## src/rtl/updown_pkg.sv

```systemverilog
// Shared definitions for the up/down game: verdict encoding used by both the
// comparator and the guesser, plus the guesser's state encoding.
package updown_pkg;

   localparam int DEFAULT_WIDTH = 7;

   localparam logic [1:0] RES_EQUAL   = 2'b00;
   localparam logic [1:0] RES_HIGHER  = 2'b01;
   localparam logic [1:0] RES_LOWER   = 2'b10;
   localparam logic [1:0] RES_ILLEGAL = 2'b11;

   typedef enum logic [2:0] {
      IDLE  = 3'd0,
      GUESS = 3'd1,
      WAIT  = 3'd2,
      DONE  = 3'd3,
      FAIL  = 3'd4
   } state_t;

endpackage

```

## src/rtl/updown_guesser.sv

```systemverilog
// Automatic up/down player: binary-searches the hidden number by issuing
// guesses and narrowing [lo, hi] from the comparator's verdicts.
module updown_guesser
   import updown_pkg::*;
#(
   parameter int WIDTH        = DEFAULT_WIDTH,
   parameter int MAX_ATTEMPTS = 8,
   parameter int CNT_W        = 4
) (
   input  logic             clk,
   input  logic             rst,
   input  logic             start,
   output logic [WIDTH-1:0] guess_number,
   output logic             guess_valid,
   input  logic [1:0]       result,
   input  logic             result_valid,
   output logic             busy,
   output logic             done,
   output logic             error,
   output logic [CNT_W-1:0] attempts
);

   localparam logic [WIDTH-1:0] MAX_VAL  = {WIDTH{1'b1}};
   localparam logic [CNT_W-1:0] ATT_LIMIT = CNT_W'(MAX_ATTEMPTS);

   state_t           state, state_next;
   logic [WIDTH-1:0] lo, lo_next;
   logic [WIDTH-1:0] hi, hi_next;
   logic [WIDTH-1:0] guess_q, guess_next;
   logic [CNT_W-1:0] attempts_q, attempts_next;

   logic [WIDTH-1:0] lo_upd, hi_upd;
   logic             found, give_up;

   // Sum needs one extra bit so lo+hi never wraps before halving.
   function automatic logic [WIDTH-1:0] midpoint(input logic [WIDTH-1:0] a,
                                                 input logic [WIDTH-1:0] b);
      logic [WIDTH:0] sum;
      sum = {1'b0, a} + {1'b0, b};
      return sum[WIDTH:1];
   endfunction

   always_ff @(posedge clk) begin
      if (rst) begin
         state      <= IDLE;
         lo         <= '0;
         hi         <= MAX_VAL;
         guess_q    <= '0;
         attempts_q <= '0;
      end else begin
         state      <= state_next;
         lo         <= lo_next;
         hi         <= hi_next;
         guess_q    <= guess_next;
         attempts_q <= attempts_next;
      end
   end

   // The next guess is registered on entry to GUESS so guess_number is
   // already valid in the cycle guess_valid is high.
   always_comb begin
      state_next    = state;
      lo_next       = lo;
      hi_next       = hi;
      guess_next    = guess_q;
      attempts_next = attempts_q;
      lo_upd        = lo;
      hi_upd        = hi;
      found         = 1'b0;
      give_up       = 1'b0;

      case (state)
         IDLE, DONE, FAIL: begin
            if (start) begin
               lo_next       = '0;
               hi_next       = MAX_VAL;
               guess_next    = midpoint('0, MAX_VAL);
               attempts_next = CNT_W'(1);
               state_next    = GUESS;
            end
         end

         GUESS: begin
            state_next = WAIT;
         end

         WAIT: begin
            if (result_valid) begin
               case (result)
                  RES_EQUAL:  found = 1'b1;
                  RES_HIGHER: begin
                     if (guess_q == '0) give_up = 1'b1;
                     else               hi_upd  = guess_q - 1'b1;
                  end
                  RES_LOWER: begin
                     if (guess_q == MAX_VAL) give_up = 1'b1;
                     else                    lo_upd  = guess_q + 1'b1;
                  end
                  RES_ILLEGAL: give_up = 1'b1;
                  default:     give_up = 1'b1;
               endcase

               if (found) begin
                  state_next = DONE;
               end else begin
                  if ((lo_upd > hi_upd) || (attempts_q == ATT_LIMIT)) begin
                     give_up = 1'b1;
                  end
                  if (give_up) begin
                     state_next = FAIL;
                  end else begin
                     lo_next       = lo_upd;
                     hi_next       = hi_upd;
                     guess_next    = midpoint(lo_upd, hi_upd);
                     attempts_next = attempts_q + 1'b1;
                     state_next    = GUESS;
                  end
               end
            end
         end

         default: begin
            state_next = IDLE;
         end
      endcase
   end

   assign guess_number = guess_q;
   assign attempts     = attempts_q;
   assign guess_valid  = (state == GUESS);
   assign busy         = (state == GUESS) || (state == WAIT);
   assign done         = (state == DONE);
   assign error        = (state == FAIL);

endmodule

```

## config.mk

```make
export PLATFORM = sky130hd
export DESIGN_NAME = updown_guesser
export DESIGN_NICKNAME = d
export VERILOG_FILES = /design/src/rtl/updown_pkg.sv /design/src/rtl/updown_guesser.sv
export SDC_FILE = /design/constraint.sdc
export NUM_CORES = 1
export LEC_CHECK = 0
export CAP_MARGIN = 0
export CORE_UTILIZATION = 50
export DETAILED_ROUTE_END_ITERATION = 10
export PLACE_DENSITY = 0.78
export SLEW_MARGIN = 20
export SYNTH_ARGS = -nofsm -noshare
export SYNTH_HDL_FRONTEND = slang
export SYNTH_SLANG_ARGS = --single-unit
```

## constraint.sdc

```tcl
create_clock -name clk -period 6.4 [get_ports clk]
set_clock_uncertainty 0.15 [all_clocks]
set_input_delay 0.96 -clock clk [delete_from_list [all_inputs] [get_ports clk]]
set_output_delay 0.96 -clock clk [all_outputs]
set_load 0.05 [all_outputs]
```

==> results of run 1 <==
-- worst max-delay path by stage --
| stage | endpoint | slack, ns |
|---|---|---|
| finish | attempts[2]$_SDFFE_PP0P_ | 1.36 |
| global route | attempts[2]$_SDFFE_PP0P_ | 1.01 |
| CTS | attempts[2]$_SDFFE_PP0P_ | 1.42 |
| detailed placement | attempts[2]$_SDFFE_PP0P_ | 1.14 |
| global placement | attempts[2]$_SDFFE_PP0P_ | 1.36 |
| floorplan | attempts[3]$_SDFFE_PP0P_ | 2.34 |
-- through the flow --
| stage | area (sq um) | hold WS (ns) |
|---|---|---|
| floorplan | 2230 | 0.293 |
| global placement | 2410 | 0.316 |
| detailed placement | 2410 | 0.324 |
| CTS | 2480 | 0.350 |
| global route | 2480 | 0.382 |
| finish | 2480 | 0.347 |
-- Yosys cell counts, types with 4 or more instances --
| library cell | number | area share |
|---|---|---|
| sky130_fd_sc_hd__a221oi_1 | 5 | 0.020 |
| sky130_fd_sc_hd__nor2_1 | 28 | 0.047 |
| sky130_fd_sc_hd__ha_1 | 18 | 0.10 |
| sky130_fd_sc_hd__nand3_1 | 10 | 0.022 |
| sky130_fd_sc_hd__nor4_1 | 4 | 0.011 |
| sky130_fd_sc_hd__inv_1 | 21 | 0.035 |
| sky130_fd_sc_hd__clkbuf_1 | 6 | 0.010 |
| sky130_fd_sc_hd__a21oi_1 | 15 | 0.034 |
| sky130_fd_sc_hd__nand2b_1 | 4 | 0.011 |
| sky130_fd_sc_hd__dfxtp_1 | 28 | 0.25 |
| sky130_fd_sc_hd__a32oi_1 | 7 | 0.028 |
| sky130_fd_sc_hd__nor3b_1 | 5 | 0.017 |
| sky130_fd_sc_hd__nand2_1 | 25 | 0.042 |
| sky130_fd_sc_hd__o32ai_1 | 5 | 0.020 |
| sky130_fd_sc_hd__xnor2_1 | 11 | 0.043 |
| sky130_fd_sc_hd__o21ai_0 | 15 | 0.034 |
-- routing by layer --
| layer | up-vias | wire (um) | share of wire |
|---|---|---|---|
| li1 | 1044 | - | - |
| met1 | 1035 | 2660 | 0.46 |
| met2 | 75 | 2740 | 0.47 |
| met3 | 8 | 341 | 0.059 |
| met4 | 0 | 65 | 0.011 |
| met5 | - | 0 | 0 |
-- layout make-up --
type                            count  area share
Multi-Input combinational cell    216       0.608
Sequential cell                    28       0.226
Timing Repair Buffer               20      0.0806
Inverter                           21      0.0317
Tap cell                           50      0.0252
Clock buffer                        3      0.0166
Clock inverter                      1      0.0121
-- worst min-delay path: stages, from the launching register on --
cell	delay [ns]
sky130_fd_sc_hd__dfxtp_1	0.34
sky130_fd_sc_hd__a32oi_1	0.06
sky130_fd_sc_hd__nor2_1	0.07
-- kinds of logic after synthesis --
family	synth area share
AO/OA/AOI/OAI	0.278
XOR/XNOR	0.0472
adder cells (fa/ha/maj)	0.110
buffers and inverters	0.0702
flip-flops	0.252
AND/OR/NAND/NOR	0.243
-- power by group --
part	leakage (nW)	switching, W	internal, W
logic	0.670	0.000142	0.0000807
registers	0.229	0.0000205	0.000183
clock network	0.0357	0.0000582	0.0000838
total	0.934	0.000221	0.000348
-- sequential cells by signal (all words and copies together) (netlist names) --
register      cells
lo                7
state             3
attempts          4
hi                7
guess_number      7
-- placed cells by master (no fill, tap or decap), types with 3 or more instances in the layout --
master / Yosys / final
sky130_fd_sc_hd__nor2_1: 28 / 28
sky130_fd_sc_hd__dfxtp_1: 28 / 28
sky130_fd_sc_hd__nand2_1: 25 / 25
sky130_fd_sc_hd__inv_1: 21 / 21
sky130_fd_sc_hd__clkdlybuf4s50_1: 0 / 20
sky130_fd_sc_hd__ha_1: 18 / 18
sky130_fd_sc_hd__a21oi_1: 15 / 15
sky130_fd_sc_hd__o21ai_0: 15 / 15
sky130_fd_sc_hd__xnor2_1: 11 / 11
sky130_fd_sc_hd__nand3_1: 10 / 10
sky130_fd_sc_hd__a32oi_1: 7 / 7
sky130_fd_sc_hd__nor3b_1: 5 / 5
sky130_fd_sc_hd__a221oi_1: 5 / 5
sky130_fd_sc_hd__o32ai_1: 5 / 5
sky130_fd_sc_hd__nand2b_1: 4 / 4
sky130_fd_sc_hd__nor4_1: 4 / 4
sky130_fd_sc_hd__or3_1: 3 / 3
sky130_fd_sc_hd__o22ai_1: 3 / 3
sky130_fd_sc_hd__nor4b_1: 3 / 3
sky130_fd_sc_hd__o21bai_1: 3 / 3
sky130_fd_sc_hd__o211ai_1: 3 / 3
sky130_fd_sc_hd__clkbuf_8: 0 / 3
==> impl_results.rst, run 1 <==
.. list-table::
   :header-rows: 1

   * - Metric
     - Value
   * - Number of endpoints with negative hold slack in the final report
     - 0
   * - Leakage power summed over all cells
     - 0.934 nW
   * - Grt met2 use
     - 0.434
   * - Number of setup buffers added after CTS
     - 0
   * - Worst Setup Start Kind
     - primary input
   * - Max-slew violation total from the final report
     - 0
   * - Placeable Area
     - 4140 sq um
   * - Critical path data required time
     - 6.43 ns
   * - M3 GR Usage
     - 0.0428
   * - Number of enable flip-flop cells after synthesis
     - 0
   * - Via count of the first global-routing pass
     - 1910
   * - Largest net degree at the start of global routing
     - 20
   * - Type of the tightest min-delay check
     - reg2reg
   * - Final #Nets
     - 315
   * - Slew Limit Headroom
     - 0.443
   * - Via count normalized by instance count
     - 6.38
   * - CP Launch Point
     - result[1]
   * - Seq cells post-synth
     - 28
   * - TritonCTS clock tree
     - yes
   * - Clock latency on the worst-skew pair
     - 0.28 ns
   * - # H-tree levels
     - 1
   * - Tightest Pin Transition
     - 0.833 ns
   * - Post-synthesis to final-layout area growth
     - 11.5%
   * - Worst ir drop on vdd
     - 0.202 mV
   * - Global-route wire length before repair
     - 9200 um
   * - Post-route non-filler standard cell count
     - 339
   * - Antenna Nets Post-Route
     - 0
   * - Hold worst-path end
     - lo[0]$_SDFFE_PP0P_
   * - Total power per unit cell area
     - 229 nW/um^2
   * - Number of logic stages on the critical path including buffering
     - 14
   * - Quantity of hold-fixing buffers added after cts
     - 0
   * - Grt peak-use layer
     - met2
   * - Kind of cell adding the most delay to the critical path
     - compound AO/OA/AOI/OAI gates
   * - Global route total overflow
     - 0
   * - Aggregate global-route resource usage
     - 0.263
   * - Maximum capacitance violations
     - 0
   * - Setup repair after global routing missed its margin
     - false
   * - Detailed Place HPWL
     - 4340 um
   * - Via total after detailed routing
     - 2162
   * - Diodes inserted
     - 0
   * - Cell depth of the worst hold path
     - 2
   * - Capture point of the worst reg-to-reg path
     - attempts[2]$_SDFFE_PP0P_
   * - Number of antenna violations at the first check in global routing
     - 0
   * - Count of input and output buffers
     - 20
   * - Cell chain of the critical path
     - clkdlybuf4s50_1 > nand2b_1 > a21oi_1 > nand2_1 > o21ai_0 > inv_1 > ha_1 > nor4b_1 > o31ai_1 > o311ai_0 > nor3_2 > a21oi_2 > nor3b_1 > o21a_1
   * - Filler cell count in the final layout
     - 412
   * - Number of warnings printed during yosys synthesis
     - 0
   * - Clock net sink count
     - 28
   * - Synth Area per Inst
     - 7.98 sq um
   * - CP Class
     - in2reg
   * - Master cell of the clock root buffer
     - sky130_fd_sc_hd__clkbuf_8
   * - Setup slack of the most critical reg-to-reg path
     - 1.79 ns
   * - Placer Congestion
     - 0.923
   * - Status
     - finished clean
   * - Final Critical Period
     - 5.04 ns
   * - Setup-violating endpoint count in the final report
     - 0
   * - Area of all sequential standard cells
     - 561 sq um
   * - Io pins
     - 21
   * - Area enclosed by the die boundary
     - 4730 sq um
   * - Share of post-route cells with drive strength above 1
     - 0.0554
   * - Post-synth design cell area
     - 2230 sq um
   * - Crit path max fanout
     - 18
   * - Detailed Routing Iterations Pass 1
     - 4
   * - Initial DRC Count
     - 176
   * - Clock slew at reported path FFs
     - 0.10 ns
   * - Buffer levels on the longest clock path
     - 2
   * - Share of flip-flops with an asynchronous set or reset after synthesis
     - 0
   * - Final worst slack
     - 1.36 ns
   * - Total detailed-routing wirelength
     - 5800 um
   * - Maximum clock frequency
     - 0.199 GHz
   * - Remaining DRCs
     - 0
   * - Met1 usage
     - 0.356
   * - Average wire length per cell after detail routing
     - 17.1 um
   * - Setup Slack @ Placement
     - 1.14 ns
   * - Count of placed standard cells including taps
     - 335
   * - Synthesized netlist net count
     - 304
   * - Synth Flop Type
     - sky130_fd_sc_hd__dfxtp_1
   * - Fin util
     - 0.599
   * - Height of the die
     - 68.7 um
   * - Proportion of synthesized chip area in sequential cells
     - 0.252
   * - Synthesized netlist cell count
     - 279
   * - Clock buffers created by TritonCTS
     - 3
   * - Max stage delay cell, worst path
     - sky130_fd_sc_hd__a21oi_2
   * - Number of cells on the worst reg-to-reg path
     - 15
   * - Number of rows in the core area
     - 23
   * - Area used by multi-input combinational logic
     - 1510 sq um
   * - Largest stage delay, worst path
     - 0.66 ns
   * - Setup tns final
     - 0 ns
   * - Crit Reg-Reg Startpoint
     - guess_number[0]$_SDFFE_PP0P_
   * - Arrival time worst endpoint
     - 5.07 ns
   * - Endpoint kind of the worst setup timing path
     - flop
   * - Die Span X
     - 68.7 um
   * - Pwr Total
     - 0.000569 W
   * - Library cells used by synthesis
     - 63
   * - Buffer and inverter count on the worst path
     - 2
   * - Final cycle utilization of the critical path
     - 0.787
   * - Launch instance of the worst min-delay path
     - lo[0]$_SDFFE_PP0P_
   * - Starting density of the core
     - 0.537
   * - Number of instances resized during post-cts repair
     - 0
No activity file was read; power rests on OpenSTA's default activity.
==> run 2, diff against run 1 <==
Clock period 6.4 ns to 5.22 ns, I/O delays scaled along.
==> run 2 against run 1 <==
  * Setup slack lost 0.60 ns
  * Non-clock buffer count grew 4
  * Combinational power up 26%
  * Largest power group unchanged
  * Sequential cell count stayed put
  * Sequential power is 23% higher
  * Hold slack got worse by 0.011 ns
  * Clock power grew 23%
  * Routed wire length decreased by 1.9%
  * Critical path depth rose by 2
  * Global-route usage is 0.77 points lower
  * Total power up 24%
  * Utilization up 0.72 points
  * Critical endpoint is now attempts[3]$_SDFFE_PP0P_
==> impl_results.rst, run 2 (synthesis results as in run 1) <==
.. list-table::
   :header-rows: 1

   * - Metric
     - Value
   * - Status
     - finished clean
   * - Number of endpoints with negative hold slack in the final report
     - 0
   * - Average wire length per cell after detail routing
     - 16.6 um
   * - Number of antenna violations at the first check in global routing
     - 0
   * - Largest net degree at the start of global routing
     - 20
   * - Remaining DRCs
     - 0
   * - Cell chain of the critical path
     - clkdlybuf4s50_1 > nand2b_1 > a21oi_1 > buf_4 > nor2_1 > a21oi_1 > inv_1 > ha_1 > nor3b_1 > o31ai_1 > o311ai_0 > nor3_2 > a21oi_2 > buf_4 > or3_1 > a21boi_1
   * - # H-tree levels
     - 1
   * - TritonCTS clock tree
     - yes
   * - Via count normalized by instance count
     - 6.23
   * - Detailed Routing Iterations Pass 1
     - 5
   * - Placer Congestion
     - 0.923
   * - Via count of the first global-routing pass
     - 1805
   * - Setup tns final
     - 0 ns
   * - Fin util
     - 0.607
   * - Quantity of hold-fixing buffers added after cts
     - 0
   * - Share of post-route cells with drive strength above 1
     - 0.0683
   * - Placeable Area
     - 4140 sq um
   * - Maximum clock frequency
     - 0.224 GHz
   * - Pwr Total
     - 0.000704 W
   * - Count of input and output buffers
     - 20
   * - Post-synthesis to final-layout area growth
     - 12.9%
   * - Post-route non-filler standard cell count
     - 343
   * - Worst Setup Start Kind
     - primary input
   * - Starting density of the core
     - 0.537
   * - Clock buffers created by TritonCTS
     - 3
   * - Arrival time worst endpoint
     - 4.53 ns
   * - Number of instances resized during post-cts repair
     - 0
   * - Area enclosed by the die boundary
     - 4730 sq um
   * - Total detailed-routing wirelength
     - 5690 um
   * - Initial DRC Count
     - 259
   * - Buffer and inverter count on the worst path
     - 4
   * - Leading cell types in the layout, fill and taps excluded
     - sky130_fd_sc_hd__nor2_1, sky130_fd_sc_hd__dfxtp_1, sky130_fd_sc_hd__nand2_1
   * - Clock latency on the worst-skew pair
     - 0.28 ns
   * - Clock net sink count
     - 28
   * - Capture point of the worst reg-to-reg path
     - attempts[3]$_SDFFE_PP0P_
   * - Minimum hold slack
     - 0.336 ns
   * - Crit path max fanout
     - 18
   * - Type of the tightest min-delay check
     - reg2reg
   * - Height of the die
     - 68.7 um
   * - Clock slew at reported path FFs
     - 0.10 ns
   * - Slew Limit Headroom
     - 0.433
   * - Crit Reg-Reg Startpoint
     - guess_number[0]$_SDFFE_PP0P_
   * - Aggregate global-route resource usage
     - 0.255
   * - Critical path data required time
     - 5.29 ns
   * - Diodes inserted
     - 0
   * - CP Class
     - in2reg
   * - Master cell of the clock root buffer
     - sky130_fd_sc_hd__clkbuf_8
   * - Die Span X
     - 68.7 um
   * - Max-slew violation total from the final report
     - 0
   * - Number of rows in the core area
     - 23
   * - Kind of cell adding the most delay to the critical path
     - compound AO/OA/AOI/OAI gates
   * - Number of cells on the worst reg-to-reg path
     - 15
   * - Final cycle utilization of the critical path
     - 0.854
   * - Leakage power summed over all cells
     - 0.955 nW
   * - Worst ir drop on vdd
     - 0.207 mV
   * - Endpoint kind of the worst setup timing path
     - flop
   * - Maximum capacitance violations
     - 0
   * - Cell depth of the worst hold path
     - 2
   * - Global-route wire length before repair
     - 8820 um
   * - Detailed Place HPWL
     - 4220 um
   * - Number of logic stages on the critical path including buffering
     - 16
   * - Final #Nets
     - 319
   * - Hold worst-path end
     - hi[0]$_SDFFE_PP1P_
   * - Total power per unit cell area
     - 280 nW/um^2
   * - Tightest Pin Transition
     - 0.847 ns
   * - Io pins
     - 21
   * - Launch instance of the worst min-delay path
     - hi[0]$_SDFFE_PP1P_
   * - Max stage delay cell, worst path
     - sky130_fd_sc_hd__clkdlybuf4s50_1
   * - Setup slack of the most critical reg-to-reg path
     - 0.97 ns
   * - Global route total overflow
     - 0
   * - Filler cell count in the final layout
     - 390
   * - Number of setup buffers added after CTS
     - 0
   * - Setup-violating endpoint count in the final report
     - 0
   * - Antenna Nets Post-Route
     - 0
   * - Final Critical Period
     - 4.46 ns
   * - Largest stage delay, worst path
     - 0.53 ns
   * - Setup repair after global routing missed its margin
     - false
   * - Buffer levels on the longest clock path
     - 2
   * - Via total after detailed routing
     - 2136
   * - Count of placed standard cells including taps
     - 339
## run 2: layout make-up
| class | count | area (sq um) | area share |
|---|---|---|---|
| timing repair buffer | 24 | 230 | 0.0916 |
| multi-input combinational | 216 | 1510 | 0.601 |
| clock inverter | 1 | 30.0 | 0.0119 |
| clock buffer | 3 | 41.3 | 0.0164 |
| inverter | 21 | 78.8 | 0.0314 |
| tap | 50 | 62.6 | 0.0249 |
| sequential | 28 | 561 | 0.223 |
## run 2: worst min-delay path, delay by kind of cell, from the launching register on
kind	cells	cell delay [ns]
DFF	1	0.34
AOI/OAI and AO/OA	1	0.07
and+or+nand+nor	1	0.06
## run 2: worst max-delay path by stage
| stage | slack (ns) | from | endpoint |
|---|---|---|---|
| after floorplan | 1.16 | guess_number[0]$_SDFFE_PP0P_ | attempts[3]$_SDFFE_PP0P_ |
| after global placement | 0.64 | result[1] | attempts[3]$_SDFFE_PP0P_ |
| after detailed placement | 0.51 | result[1] | attempts[3]$_SDFFE_PP0P_ |
| after CTS | 0.81 | result[1] | attempts[3]$_SDFFE_PP0P_ |
| after global routing | 0.42 | result[1] | attempts[3]$_SDFFE_PP0P_ |
| final | 0.76 | result[1] | attempts[3]$_SDFFE_PP0P_ |
## run 2: metrics by stage
stage / area [sq um] / setup slack (ns)
detailed placement: 2440 / 0.512
CTS: 2510 / 0.811
global route: 2510 / 0.417
global placement: 2440 / 0.642
floorplan: 2230 / 1.16
finish: 2510 / 0.764
## run 2: metal layers
| metal | track usage | wire length [um] | part of all wire | vias to the layer above |
|---|---|---|---|---|
| met5 | 0 | 0 | 0 | - |
| met4 | 0.0561 | 140 | 0.025 | 0 |
| met3 | 0.0461 | 426 | 0.075 | 16 |
| met2 | 0.404 | 2510 | 0.44 | 106 |
| met1 | 0.359 | 2610 | 0.46 | 968 |
| li1 | - | - | - | 1046 |
## run 2: report_power, final
part           leakage, nW  switching, W  internal (W)
combinational        0.690      0.000177      0.000103
clock               0.0357     0.0000722      0.000103
sequential           0.229     0.0000250      0.000225
total                0.955      0.000274      0.000430
==> run 3, diff against run 2 <==
Settings changed: CELL_PAD_IN_SITES_DETAIL_PLACEMENT from default to 0, CELL_PAD_IN_SITES_GLOBAL_PLACEMENT from default to 1, CORE_UTILIZATION 50 to 43, PLACE_DENSITY 0.78 to 0.87, RECOVER_POWER from default to 50.
==> run 3 against run 2 <==
  * Count of clock-buffer cells in the layout increased by 1
  * Register-to-register slack got worse by 0.20 ns
  * Setup slack got worse by 0.31 ns
  * Sequential cell count unchanged
  * Non-clock buffer count rose by 1
  * Global-route usage shrank 3.5 points
  * Hold slack better by 0.0041 ns
  * Sequential power barely moved
  * Utilization decreased by 8.8 points
  * First-iteration DRC count decreased by 40%
  * Maximum frequency decreased by 6.5%
  * Largest cell class unchanged
==> impl_results.rst, run 3 (synthesis results as in run 1) <==
.. list-table::
   :header-rows: 1

   * - Metric
     - Value
   * - TritonCTS clock tree
     - yes
   * - Area enclosed by the die boundary
     - 5470 sq um
   * - Detailed Place HPWL
     - 4390 um
   * - Reg power frac
     - 0.376
   * - Worst Setup Start Kind
     - primary input
   * - Io pins
     - 21
   * - Height of the die
     - 74.0 um
   * - Number of rows in the core area
     - 25
   * - Setup slack of the most critical reg-to-reg path
     - 0.77 ns
   * - # H-tree levels
     - 1
   * - P_int
     - 0.000390 W
   * - CP Launch Point
     - result[1]
   * - Setup tns final
     - 0 ns
   * - Quantity of hold-fixing buffers added after cts
     - 0
   * - Post-synthesis to final-layout area growth
     - 12.8%
   * - Dominant cell type by count on the critical path
     - sky130_fd_sc_hd__buf_4
   * - Net load switching power
     - 0.000273 W
   * - Grt met2 use
     - 0.326
   * - Net switching share of the total power
     - 0.411
   * - Remaining DRCs
     - 0
   * - Diodes inserted
     - 0
   * - Clk pwr share
     - 0.211
   * - Aggregate global-route resource usage
     - 0.221
   * - Worst ir drop on vdd
     - 0.141 mV
   * - Critical path data required time
     - 5.25 ns
   * - Starting density of the core
     - 0.459
   * - Average wire length per cell after detail routing
     - 16.1 um
   * - Cell chain of the critical path
     - dlygate4sd3_1 > nand2b_1 > a21oi_1 > buf_4 > o21ai_0 > inv_1 > ha_1 > nor4b_1 > nand3_1 > o31ai_1 > a21oi_2 > buf_4 > a221oi_1
   * - Initial DRC Count
     - 155
   * - Clock latency on the worst-skew pair
     - 0.28 ns
   * - Number of antenna violations at the first check in global routing
     - 0
   * - Via total after detailed routing
     - 2109
   * - Antenna Nets Post-Route
     - 0
   * - Kind of cell adding the most delay to the critical path
     - compound AO/OA/AOI/OAI gates
   * - M3 GR Usage
     - 0.0420
   * - Maximum clock frequency
     - 0.210 GHz
   * - Via count of the first global-routing pass
     - 1867
   * - Clock net sink count
     - 28
   * - Number of logic stages on the critical path including buffering
     - 13
   * - Largest stage delay, worst path
     - 0.69 ns
   * - Status
     - finished clean
   * - Leading cell types in the layout, fill and taps excluded
     - sky130_fd_sc_hd__nor2_1, sky130_fd_sc_hd__dfxtp_1, sky130_fd_sc_hd__nand2_1
   * - Number of setup buffers added after CTS
     - 0
   * - Buffer levels on the longest clock path
     - 2
   * - CP Class
     - in2reg
   * - Maximum capacitance violations
     - 0
   * - Clock buffers created by TritonCTS
     - 3
   * - Post-route non-filler standard cell count
     - 361
   * - Final Critical Period
     - 4.76 ns
   * - Post-route cell area
     - 2510 sq um
   * - Share of post-route cells with drive strength above 1
     - 0.0680
   * - Max stage delay cell, worst path
     - sky130_fd_sc_hd__dlygate4sd3_1
   * - Placer Congestion
     - 0.914
   * - Grt peak-use layer
     - met2
   * - Number of cells on the worst reg-to-reg path
     - 14
   * - Setup-violating endpoint count in the final report
     - 0
   * - Number of endpoints with negative hold slack in the final report
     - 0
   * - Final cycle utilization of the critical path
     - 0.913
   * - Count of placed standard cells including taps
     - 357
   * - Leakage power summed over all cells
     - 0.986 nW
   * - Detailed Routing Iterations Pass 1
     - 4
   * - Max-slew violation total from the final report
     - 0
   * - Tightest Pin Transition
     - 0.770 ns
   * - Capture point of the worst reg-to-reg path
     - guess_number[2]$_SDFFE_PP0P_
   * - Number of instances resized during post-cts repair
     - 0
   * - Count of input and output buffers
     - 20
   * - Worst setup path endpoint
     - guess_number[2]$_SDFFE_PP0P_
   * - Filler cell count in the final layout
     - 489
   * - Placeable Area
     - 4850 sq um
   * - Master cell of the clock root buffer
     - sky130_fd_sc_hd__clkbuf_8
   * - Crit Reg-Reg Startpoint
     - guess_number[0]$_SDFFE_PP0P_
   * - Total placed instance area
     - 2470 sq um
   * - Combinational share of power
     - 0.414
   * - Setup repair after global routing missed its margin
     - false
   * - Arrival time worst endpoint
     - 4.80 ns
   * - Global-route wire length before repair
     - 9180 um
   * - Type of the tightest min-delay check
     - reg2reg
   * - Total detailed-routing wirelength
     - 5820 um
   * - Crit path max fanout
     - 12
   * - Met1 usage
     - 0.320
   * - Fin util
     - 0.518
   * - Final #Nets
     - 320
   * - Total power per unit cell area
     - 264 nW/um^2
   * - Slew Limit Headroom
     - 0.485
   * - Largest net degree at the start of global routing
     - 20
   * - Clock slew at reported path FFs
     - 0.10 ns
   * - Global route total overflow
     - 0
   * - Endpoint kind of the worst setup timing path
     - flop
   * - Die Span X
     - 74.0 um
   * - Buffer and inverter count on the worst path
     - 4
   * - Via count normalized by instance count
     - 5.84
==> run 3: cell count changes in the layout (fill, tap and decap cells not counted) <==
cell                              before  now
sky130_fd_sc_hd__o31ai_1               1    2
sky130_fd_sc_hd__buf_4                 4    5
sky130_fd_sc_hd__clkdlybuf4s50_1      20    3
sky130_fd_sc_hd__dlygate4sd3_1         0   17
sky130_fd_sc_hd__clkbuf_8              3    4
sky130_fd_sc_hd__bufinv_16             1    0
sky130_fd_sc_hd__o31ai_4               2    1
==> run 3: through the flow <==
stage / setup WS (ns) / hold WS, ns / power, W
3_5_place_dp: 0.305 / 0.320 / 0.000530
4_1_cts: 0.596 / 0.346 / 0.000669
3_3_place_gp: 0.387 / 0.312 / 0.000531
2_1_floorplan: 1.16 / 0.293 / 0.000459
6_report: 0.456 / 0.340 / 0.000663
5_1_grt: 0.131 / 0.370 / 0.000701
==> run 3: how the worst min path moves through the flow <==
stage / start / endpoint / slack (ns) / depth (start not counted)
detailed placement: hi[1]$_SDFFE_PP1P_ / hi[1]$_SDFFE_PP1P_ / 0.32 / 2
global placement: hi[6]$_SDFFE_PP1P_ / hi[6]$_SDFFE_PP1P_ / 0.31 / 2
finish: hi[0]$_SDFFE_PP1P_ / hi[0]$_SDFFE_PP1P_ / 0.34 / 2
global route: hi[1]$_SDFFE_PP1P_ / hi[1]$_SDFFE_PP1P_ / 0.37 / 2
CTS: hi[1]$_SDFFE_PP1P_ / hi[1]$_SDFFE_PP1P_ / 0.35 / 2
floorplan: hi[6]$_SDFFE_PP1P_ / hi[6]$_SDFFE_PP1P_ / 0.29 / 2
==> run 3: worst min-delay path, cell delays in order, from the launching register on <==
cell and delay, ns:
sky130_fd_sc_hd__dfxtp_1 0.34, sky130_fd_sc_hd__o32ai_1 0.07, sky130_fd_sc_hd__nand2_1 0.06
==> run 3: final cells by class <==
| type | count | area, sq um | area share |
|---|---|---|---|
| multi-input combinational | 216 | 1500 | 0.596 |
| sequential | 28 | 561 | 0.223 |
| timing repair buffer | 25 | 238 | 0.0946 |
| tap | 67 | 83.8 | 0.0334 |
| inverter | 21 | 78.8 | 0.0314 |
| clock buffer | 4 | 55.1 | 0.0219 |
==> run 3: power groups by stage <==
stage                     logic (W)  registers, W  clock network, W
after floorplan            0.000194      0.000265                 0
after global placement     0.000276      0.000254                 0
after detailed placement   0.000276      0.000254                 0
after CTS                  0.000278      0.000249          0.000143
after global routing       0.000297      0.000252          0.000152
final                      0.000274      0.000249          0.000140
==> run 3: metal layers <==
metal  wire length [um]  share of wire
met5                  0              0
met4                 95          0.016
met3                340          0.058
met2               2610           0.45
met1               2780           0.48
